==> src/rtl/tpu_seq_ctrl_pkg.sv <==
// Shared types and helpers for the systolic-array sequencer and its feeders.
package tpu_seq_pkg;

    typedef enum logic [1:0] {
        OP_LOAD_C = 2'd0,
        OP_MATMUL = 2'd1,
        OP_READ_C = 2'd2,
        OP_RSVD   = 2'd3
    } op_t;

    typedef enum logic [2:0] {
        ST_IDLE = 3'd0,
        ST_LOAD = 3'd1,
        ST_COMP = 3'd2,
        ST_READ = 3'd3,
        ST_DONE = 3'd4
    } state_t;

    // Terminal counter value; MATMUL adds DIM-1 drain steps beyond the 2*DIM-1 skewed feed.
    function automatic int unsigned steps_for(op_t op, int unsigned dim);
        case (op)
            OP_MATMUL: return 3 * dim - 3;
            OP_LOAD_C,
            OP_READ_C: return dim - 1;
            default:   return 0;
        endcase
    endfunction

endpackage

==> src/rtl/tpu_seq_ctrl_if.sv <==
// Command and array-control bundle between host/feeders (master) and sequencer (slave).
interface tpu_seq_ctrl_if
    import tpu_seq_pkg::*;
#(
    parameter int DIM   = 8,
    parameter int ROW_W = $clog2(DIM),
    parameter int CNT_W = $clog2(3 * DIM - 1)
);
    logic             start;
    op_t              op;
    logic             stall;
    logic             busy;
    logic             done;
    logic             err;
    logic             mac_en;
    logic             mac_wren;
    logic [DIM-1:0]   row_wr;
    logic [DIM-1:0]   row_rd;
    logic [ROW_W-1:0] row_idx;
    logic             fetch_en;
    logic [CNT_W-1:0] k_idx;
    logic [DIM-1:0]   lane_valid;

    modport master (
        output start, op, stall,
        input  busy, done, err, mac_en, mac_wren, row_wr, row_rd,
               row_idx, fetch_en, k_idx, lane_valid
    );

    modport slave (
        input  start, op, stall,
        output busy, done, err, mac_en, mac_wren, row_wr, row_rd,
               row_idx, fetch_en, k_idx, lane_valid
    );
endinterface

==> src/rtl/tpu_seq_ctrl_skew_mask.sv <==
// Maps the streaming step t to the feeder lanes carrying real data (lane i is delayed by i).
module tpu_skew_mask #(
    parameter int DIM   = 8,
    parameter int CNT_W = $clog2(3 * DIM - 1)
) (
    input  logic [CNT_W-1:0] t_i,
    output logic [DIM-1:0]   lane_valid_o
);
    generate
        for (genvar gi = 0; gi < DIM; gi++) begin : g_lane
            // One extra bit so t < gi shows up as a set sign bit instead of wrapping.
            logic [CNT_W:0] diff;
            assign diff = {1'b0, t_i} - (CNT_W+1)'(gi);
            assign lane_valid_o[gi] = !diff[CNT_W] && (diff < (CNT_W+1)'(DIM));
        end
    endgenerate
endmodule

==> src/rtl/tpu_seq_ctrl.sv <==
// Sequencer for a DIM x DIM tpumac systolic array: C preload, skewed matmul stream, C readout.
module tpu_seq_ctrl
    import tpu_seq_pkg::*;
#(
    parameter int DIM = 8
) (
    input  logic          clk,
    input  logic          rst,
    tpu_seq_ctrl_if.slave bus
);
    localparam int ROW_W = $clog2(DIM);
    localparam int CNT_W = $clog2(3 * DIM - 1);

    state_t           state_q;
    op_t              op_q;
    logic [CNT_W-1:0] cnt_q;
    logic [CNT_W-1:0] cnt_last;
    logic [DIM-1:0]   mask;
    logic [DIM-1:0]   row_oh;

    assign cnt_last = CNT_W'(steps_for(op_q, DIM));
    assign row_oh   = DIM'(1) << cnt_q;

    tpu_skew_mask #(
        .DIM   (DIM),
        .CNT_W (CNT_W)
    ) u_skew (
        .t_i          (cnt_q),
        .lane_valid_o (mask)
    );

    always_ff @(posedge clk) begin
        if (rst) begin
            state_q <= ST_IDLE;
            op_q    <= OP_LOAD_C;
            cnt_q   <= '0;
        end else begin
            case (state_q)
                ST_IDLE: begin
                    if (bus.start) begin
                        op_q  <= bus.op;
                        cnt_q <= '0;
                        case (bus.op)
                            OP_LOAD_C: state_q <= ST_LOAD;
                            OP_MATMUL: state_q <= ST_COMP;
                            OP_READ_C: state_q <= ST_READ;
                            default:   state_q <= ST_DONE;
                        endcase
                    end
                end
                ST_LOAD, ST_COMP, ST_READ: begin
                    if (!bus.stall) begin
                        if (cnt_q == cnt_last) begin
                            state_q <= ST_DONE;
                            cnt_q   <= '0;
                        end else begin
                            cnt_q <= cnt_q + CNT_W'(1);
                        end
                    end
                end
                ST_DONE: state_q <= ST_IDLE;
                default: state_q <= ST_IDLE;
            endcase
        end
    end

    // Stall only masks the strobes; indices keep showing the held counter.
    always_comb begin
        bus.busy       = (state_q != ST_IDLE);
        bus.done       = 1'b0;
        bus.err        = 1'b0;
        bus.mac_en     = 1'b0;
        bus.mac_wren   = 1'b0;
        bus.row_wr     = '0;
        bus.row_rd     = '0;
        bus.row_idx    = '0;
        bus.fetch_en   = 1'b0;
        bus.k_idx      = '0;
        bus.lane_valid = '0;
        case (state_q)
            ST_LOAD: begin
                bus.mac_en   = !bus.stall;
                bus.mac_wren = !bus.stall;
                bus.row_wr   = bus.stall ? '0 : row_oh;
                bus.row_idx  = cnt_q[ROW_W-1:0];
            end
            ST_COMP: begin
                bus.mac_en     = !bus.stall;
                bus.k_idx      = cnt_q;
                bus.lane_valid = mask;
                bus.fetch_en   = (|mask) && !bus.stall;
            end
            ST_READ: begin
                bus.row_rd  = bus.stall ? '0 : row_oh;
                bus.row_idx = cnt_q[ROW_W-1:0];
            end
            ST_DONE: begin
                bus.done = 1'b1;
                bus.err  = (op_q == OP_RSVD);
            end
            default: ;
        endcase
    end
endmodule
==> src/flat_wrapper.sv <==
// flat-port wrapper written by rule: the top's interface ports become plain ports
module tpu_seq_ctrl_flat import tpu_seq_pkg::*;
#(
    parameter int DIM = 8
)
  (clk, rst, bus_start, bus_op, bus_stall, bus_busy, bus_done, bus_err, bus_mac_en, bus_mac_wren, bus_row_wr, bus_row_rd, bus_row_idx, bus_fetch_en, bus_k_idx, bus_lane_valid);
  tpu_seq_ctrl_if #(.DIM(DIM)) bus_i ();
  input  logic clk;
  input  logic rst;
  input wire logic [$bits(bus_i.start)-1:0] bus_start;
  input wire logic [$bits(bus_i.op)-1:0] bus_op;
  input wire logic [$bits(bus_i.stall)-1:0] bus_stall;
  output wire logic [$bits(bus_i.busy)-1:0] bus_busy;
  output wire logic [$bits(bus_i.done)-1:0] bus_done;
  output wire logic [$bits(bus_i.err)-1:0] bus_err;
  output wire logic [$bits(bus_i.mac_en)-1:0] bus_mac_en;
  output wire logic [$bits(bus_i.mac_wren)-1:0] bus_mac_wren;
  output wire logic [$bits(bus_i.row_wr)-1:0] bus_row_wr;
  output wire logic [$bits(bus_i.row_rd)-1:0] bus_row_rd;
  output wire logic [$bits(bus_i.row_idx)-1:0] bus_row_idx;
  output wire logic [$bits(bus_i.fetch_en)-1:0] bus_fetch_en;
  output wire logic [$bits(bus_i.k_idx)-1:0] bus_k_idx;
  output wire logic [$bits(bus_i.lane_valid)-1:0] bus_lane_valid;
  assign bus_i.start = bus_start;
  assign bus_i.op = bus_op;
  assign bus_i.stall = bus_stall;
  assign bus_busy = bus_i.busy;
  assign bus_done = bus_i.done;
  assign bus_err = bus_i.err;
  assign bus_mac_en = bus_i.mac_en;
  assign bus_mac_wren = bus_i.mac_wren;
  assign bus_row_wr = bus_i.row_wr;
  assign bus_row_rd = bus_i.row_rd;
  assign bus_row_idx = bus_i.row_idx;
  assign bus_fetch_en = bus_i.fetch_en;
  assign bus_k_idx = bus_i.k_idx;
  assign bus_lane_valid = bus_i.lane_valid;
  tpu_seq_ctrl #(.DIM(DIM)) u_core (.clk(clk), .rst(rst), .bus(bus_i));
endmodule
==> config.mk <==
export PLATFORM = sky130hd
export DESIGN_NAME = tpu_seq_ctrl_flat
export DESIGN_NICKNAME = d
export VERILOG_FILES = /design/src/rtl/tpu_seq_ctrl_pkg.sv /design/src/rtl/tpu_seq_ctrl_if.sv /design/src/rtl/tpu_seq_ctrl_skew_mask.sv /design/src/rtl/tpu_seq_ctrl.sv /design/src/flat_wrapper.sv
export SDC_FILE = /design/constraint.sdc
export NUM_CORES = 1
export LEC_CHECK = 0
export BUFFER_PORTS_ARGS = -buffer_cell sky130_fd_sc_hd__buf_2
export CAP_MARGIN = 5
export CORE_UTILIZATION = 50
export DETAILED_ROUTE_END_ITERATION = 6
export GPL_TIMING_DRIVEN = 0
export PLACE_DENSITY_LB_ADDON = 0.08
export SKIP_LAST_GASP = 1
export SLEW_MARGIN = 20
export SYNTH_ARGS = -nofsm -noshare
export SYNTH_HDL_FRONTEND = slang
export SYNTH_SLANG_ARGS = --single-unit
==> constraint.sdc <==
create_clock -name clk -period 2.15 [get_ports clk]
set_input_delay 0 -clock clk [delete_from_list [all_inputs] [get_ports clk]]
set_output_delay 0 -clock clk [all_outputs]
set_load 0.005 [all_outputs]
# ---- After elaboration in Yosys (flattened, before gate mapping)
# Cells that the tools add are included.
dict set report totals {
  ff_bits 10
  output_inout_bits 38
}
dict set report op_classes {
  add_sub_neg 8
  order_cmp 8
  eq_ne 13
  n_shift 1
  mux 21
  n_reduce_logical 29
}
# op count
set ops {}
lappend ops {{$lt 6x4->1 const B} 7}
lappend ops {{$mux 8} 4}
lappend ops {{$sub 5x3->6 const B} 4}
lappend ops {{$mux 5} 4}
lappend ops {{$pmux 5 s2} 2}
lappend ops {{$mux 3} 4}
lappend ops {{$sub 5x2->6 const B} 2}
lappend ops {{$pmux 3 s3} 1}
lappend ops {{$logic_and 1x1->1} 8}
lappend ops {{$logic_not 1->1} 8}
lappend ops {{$reduce_or 8->1} 1}
lappend ops {{$shl 1x5->8 const A} 1}
lappend ops {{$eq 2x2->1 const B} 3}
lappend ops {{$eq 3x2->1 const B} 2}
lappend ops {{$pmux 3 s2} 1}
lappend ops {{$reduce_and 3->1} 2}
lappend ops {{$reduce_or 2->1} 3}
lappend ops {{$sub 5x1->6 const B} 1}
lappend ops {{$add 5x1->5 const B} 1}
lappend ops {{$eq 5x5->1} 1}
lappend ops {{$lt 5x4->1 const B} 1}
lappend ops {{$mux 1} 5}
lappend ops {{$eq 2x1->1 const B} 2}
lappend ops {{$logic_not 2->1} 2}
lappend ops {{9 further kinds} 10}

# ---- Depth between registers and ports, before layout
dict set report logic_depth {
  depth_word 7
  mapped_depth 8
  ltp_nobuf 7
}

# ---- Hierarchy
# A second synthesis with hierarchy kept.
dict set report hier_totals {
  hier_cells 168
  hier_area_um2 1206.2
}
# mod instances cells_per_inst area_per_inst_um2 seq_area_each_um2
set by_module_without_submodules {}
lappend by_module_without_submodules {tpu_seq_ctrl 1 130 957.2 200.2}
lappend by_module_without_submodules {tpu_skew_mask 1 38 249.0 0.0}

# ---- Worst setup path before layout
# Ideal clock, no wire load.
dict set report synth_timing {
  kind {register -> output}
  start {register u_core.cnt_q[2]}
  end {output port bus_fetch_en}
  arrival_ns 1.807
  required_time_ns 2.150
  setup_slack_ns 0.343
  path_stages_with_launch 9
  path_cell_list {dfxtp_1 -> buf_4 -> inv_1 -> ha_1 -> nor3b_1 -> a221oi_1 -> o211a_1 -> a211oi_1 -> a311oi_1}
}
dict set report synth_via {
  elab_chain_cells 6
}
# element line
set synth_rtl {}
lappend synth_rtl {{from (decl)} tpu_seq_ctrl.sv:16} ;# logic [CNT_W-1:0] cnt_q;
lappend synth_rtl {{from (signal assigned)} tpu_seq_ctrl.sv:57} ;# cnt_q <= cnt_q + CNT_W'(1);
lappend synth_rtl {{$sub 5x1->6 (tied with other cells)} tpu_seq_ctrl_skew_mask.sv:13} ;# assign diff = {1'b0, t_i} - (CNT_W+1)'(gi);
lappend synth_rtl {{$lt 6x4->1 or $logic_not 1->1 (tied branches)} tpu_seq_ctrl_skew_mask.sv:14} ;# assign lane_valid_o[gi] = !diff[CNT_W] && (diff < (CNT_W+1)'(DIM));
lappend synth_rtl {{$logic_and 1x1->1} tpu_seq_ctrl_skew_mask.sv:14}
lappend synth_rtl {{$reduce_or 8->1 *} tpu_seq_ctrl.sv:91} ;# bus.fetch_en = (|mask) && !bus.stall;
lappend synth_rtl {{$logic_and 1x1->1 *} tpu_seq_ctrl.sv:91}
lappend synth_rtl {{$mux 1 *} tpu_seq_ctrl.sv:80} ;# case (state_q)
lappend synth_rtl {{to (decl)} flat_wrapper.sv:21} ;# output wire logic [$bits(bus_i.fetch_en)-1:0] bus_fetch_en;
# Every way passes the cells marked *; elsewhere a longest branch is shown, timed or not.

# ---- Final worst setup path
# Same ends and word-level chain as after synthesis.

==> results.py <==
metrics = {
    "drt": {
        "antenna_left": 0,
        "remaining_drc_errors": 0,
        "met2WireLength_mm": 1.605,
        "dr.pass1.iters": 4,
        "top_layer": "met4",
        "drt_iter0_drc": 54,
        "wl_per_cell_um": 13.16,
        "wl_mm": 3.409,
        "via_count": 1423,
        "met3_length_um": 223,
        "viasPerCell": 5.494,
        "wl_met1_mm": 1.570,
    },
    "sta": {
        "tightest_slew_ns": 0.5835,
        "clock_skew_ns": 0.006947,
        "setup_viol": 0,
        "worst_slack_ns": 0.02688,
        "hold-worst-slack_ns": 0.009241,
        "fmax_ghz": 0.4710,
        "slew_violations": 0,
        "slew_headroom_pct": 60.80,
        "post-route-period-util_pct": 98.75,
        "fin_crit_ns": 2.123,
        "finalHoldViolCount": 0,
        "rsz0062_at_grt": "true",
    },
    "worst_hold_path": {
        "hold_class": "input port to register",
        "hold_depth": 3,
    },
    "grt": {
        "grt.overflow.total": 0,
        "grtUsageTotal_pct": 27.05,
        "grt_max_degree": 11,
        "grt_pass1_vias": 1214,
        "antenna_found_initial": 0,
        "grt_pass1_wl_mm": 5.464,
    },
    "finish": {
        "design_area_um2": 1632,
        "n_antenna_cell": 0,
        "drive_gt1_share_pct": 36.36,
        "utilization_pct": 72.36,
        "fin_nets": 247,
        "syn2layout_area_growth_pct": 33.88,
    },
    "placed_design": {
        "hpwl_mm": 2.419,
        "placed_area_um2": 1469,
        "io_buffers": 43,
        "place_ws_ns": -0.06658,
        "gp_congestion": 0.8645,
    },
    "yosys": {
        "synth_edf_count": 0,
        "synthMuxAreaShare_pct": 1.643,
        "syn_nets": 190,
        "avgSynthCellArea_um2": 6.964,
        "synth.distinct_cells": 46,
        "syn_area_um2": 1219,
        "synth_ff_type": "dfxtp_1",
        "synth_xor_area_share_pct": 7.906,
        "yosys_warnings": 0,
        "async_flop_share_pct": 0,
        "synthCells": 175,
        "synth-seq-cells": 10,
        "synth_top_family_by_area": "simple AND/OR/NAND/NOR gates",
        "yosysSeqAreaShare_pct": 16.43,
        "synth-simple-area-share_pct": 39.63,
        "synth_compound_area_share_pct": 16.43,
        "synth-adder-area-share_pct": 9.240,
    },
    "setup_path": {
        "critPathLaunchType": "register",
        "crit_required_ns": 2.15,
        "path_max_fanout": 6,
        "reg2regPathDepth": 6,
        "cp.arrival_ns": 2.12,
        "worstSetupEndpointType": "output port",
        "critical_path_class": "register to output port",
    },
    "power": {
        "clkPwrFrac_pct": 22.8,
        "powerDensity_nw_per_um2": 474.1,
        "switching_share_pct": 40.32,
        "ir_drop_mv": 0.5123,
        "comb_power_share_pct": 48.3,
        "p_switching_mw": 0.3119,
        "cellLeakagePower_nw": 0.7877,
        "p_seq_share_pct": 28.9,
        "internal_power_mw": 0.4616,
    },
    "die": {
        "initial_core_util_pct": 54.05,
        "boundaryPins": 44,
        "core_area_um2": 2255,
        "floorplan.die_area_um2": 2639,
        "die_y_um": 51.37,
        "row_count": 17,
        "dieWidth_um": 51.37,
    },
    "job": {
        "max-cap-violations": 0,
    },
    "cts": {
        "clock_latency_ns": 0.27,
        "clock_path_buffers": 2,
        "cts-root-buf": "clkbuf_4",
        "clkTransAtPathRegs_ns": 0.07,
        "cts_tree": "done",
        "cts_sinks": 10,
        "numCtsBuffers": 3,
        "ctsHtreeMaxLevel": 1,
    },
    "outcome": {
        "status": "complete, no violations",
    },
}
## power by group through the flow
stage	clock network (mW)	logic, mW	registers (mW)
floorplan	0	0.276	0.224
global placement	0	0.356	0.227
detailed placement	0	0.363	0.228
CTS	0.181	0.368	0.222
global route	0.192	0.410	0.226
finish	0.176	0.374	0.223
## worst max-delay path, cell delays in order, from the launching register on
cell	delay (ns)
dfxtp_4	0.37
buf_8	0.10
clkinvlp_4	0.13
ha_4	0.21
nor3b_2	0.15
a221oi_2	0.17
o211a_1	0.21
a211oi_1	0.05
a311oi_1	0.31
buf_2	0.17
## sequential cells by signal (all words and copies together), names as in the netlist
register,flops
u_core.state_q,3
u_core.op_q,2
u_core.cnt_q,5
## per-stage QoR
stage	TNS [ns]	cells	power, mW
3_3_place_gp	0	246	0.5828
5_1_grt	-0.04113	259	0.8281
3_5_place_dp	-0.06658	246	0.5904
2_1_floorplan	0	175	0.5006
4_1_cts	0	257	0.7707
6_report	0	259	0.7735
## cell usage after synthesis, types with 2 or more instances
cell type | n | share of area [%]
nor2_1 | 40 | 12
nor3_1 | 12 | 4.9
dfxtp_1 | 10 | 16
nand2_1 | 10 | 3.1
xnor2_1 | 10 | 7.2
ha_1 | 9 | 9.2
inv_1 | 9 | 2.8
a21oi_1 | 8 | 3.3
nand3_1 | 6 | 2.5
and2_1 | 4 | 2.1
and3_1 | 4 | 2.1
buf_2 | 4 | 1.6
nor2b_1 | 4 | 2.1
nor3b_1 | 4 | 2.5
o21ai_0 | 4 | 1.6
buf_6 | 3 | 2.8
a221oi_1 | 2 | 1.4
buf_4 | 2 | 1.2
mux2i_1 | 2 | 1.6
or2b_1 | 2 | 1.2
## cells in the final DEF, fill, tap and decap left out, types with 2 or more instances in the layout
cell | Yosys | final
a21oi_1 | 8 | 8
a221oi_2 | 0 | 2
and2_1 | 4 | 4
and3_1 | 4 | 4
buf_2 | 4 | 47
buf_4 | 2 | 9
buf_6 | 3 | 3
clkbuf_4 | 0 | 3
clkinvlp_4 | 0 | 2
dfxtp_1 | 10 | 8
ha_1 | 9 | 7
inv_1 | 9 | 7
mux2i_1 | 2 | 2
nand2_1 | 10 | 10
nand3_1 | 6 | 6
nor2_1 | 40 | 40
nor2b_1 | 4 | 4
nor3_1 | 12 | 12
nor3b_1 | 4 | 3
o21ai_0 | 4 | 4
or2b_1 | 2 | 2
xnor2_1 | 10 | 10
## path summary, 6_finish.rpt
kind	start	end	slack, ns
setup reg to reg	u_core.state_q[0]$_SDFFE_PP0P_	u_core.cnt_q[2]$_SDFFE_PP0P_	0.60
setup / recovery	u_core.cnt_q[2]$_SDFFE_PP0P_	bus_fetch_en	0.03
hold reg to reg	u_core.op_q[1]$_SDFFE_PP0P_	u_core.op_q[1]$_SDFFE_PP0P_	0.60
hold / removal	bus_op[0]	u_core.op_q[0]$_SDFFE_PP0P_	0.009
## cell families after synthesis
kind of cell | after synthesis
AND/OR/NAND/NOR | 96
AO/OA/AOI/OAI | 28
flip-flops | 10
adder cells (fa/ha/maj) | 9
XOR/XNOR | 11
multiplexers | 2
buffers and inverters | 19
## what timing repair did
item                                   in CTS  in global routing
pin swaps                                   3                  3
gates cloned                                0                  0
buffers inserted                            6                  2
resized for setup                           8                  8
hold buffers                                1                  0
endpoints found under the hold margin       3                  0
setup endpoints to repair                   2                  2
## layer usage
layer | up-vias | GRT usage (%)
met5 | - | 0
met4 | 0 | 4.054
met3 | 2 | 5.952
met2 | 58 | 44.59
met1 | 652 | 36.36
li1 | 711 | -
## cell type report
type	count	area (µm²)
buffer	9	76.32
clock buffer	4	36.28
fill	202	623.1
inverter	10	45.04
multi-input combinational	146	948.4
sequential	10	205.2
tap	28	35.03
timing repair buffer	52	285.3
No activity file was read; power rests on OpenSTA's default activity.
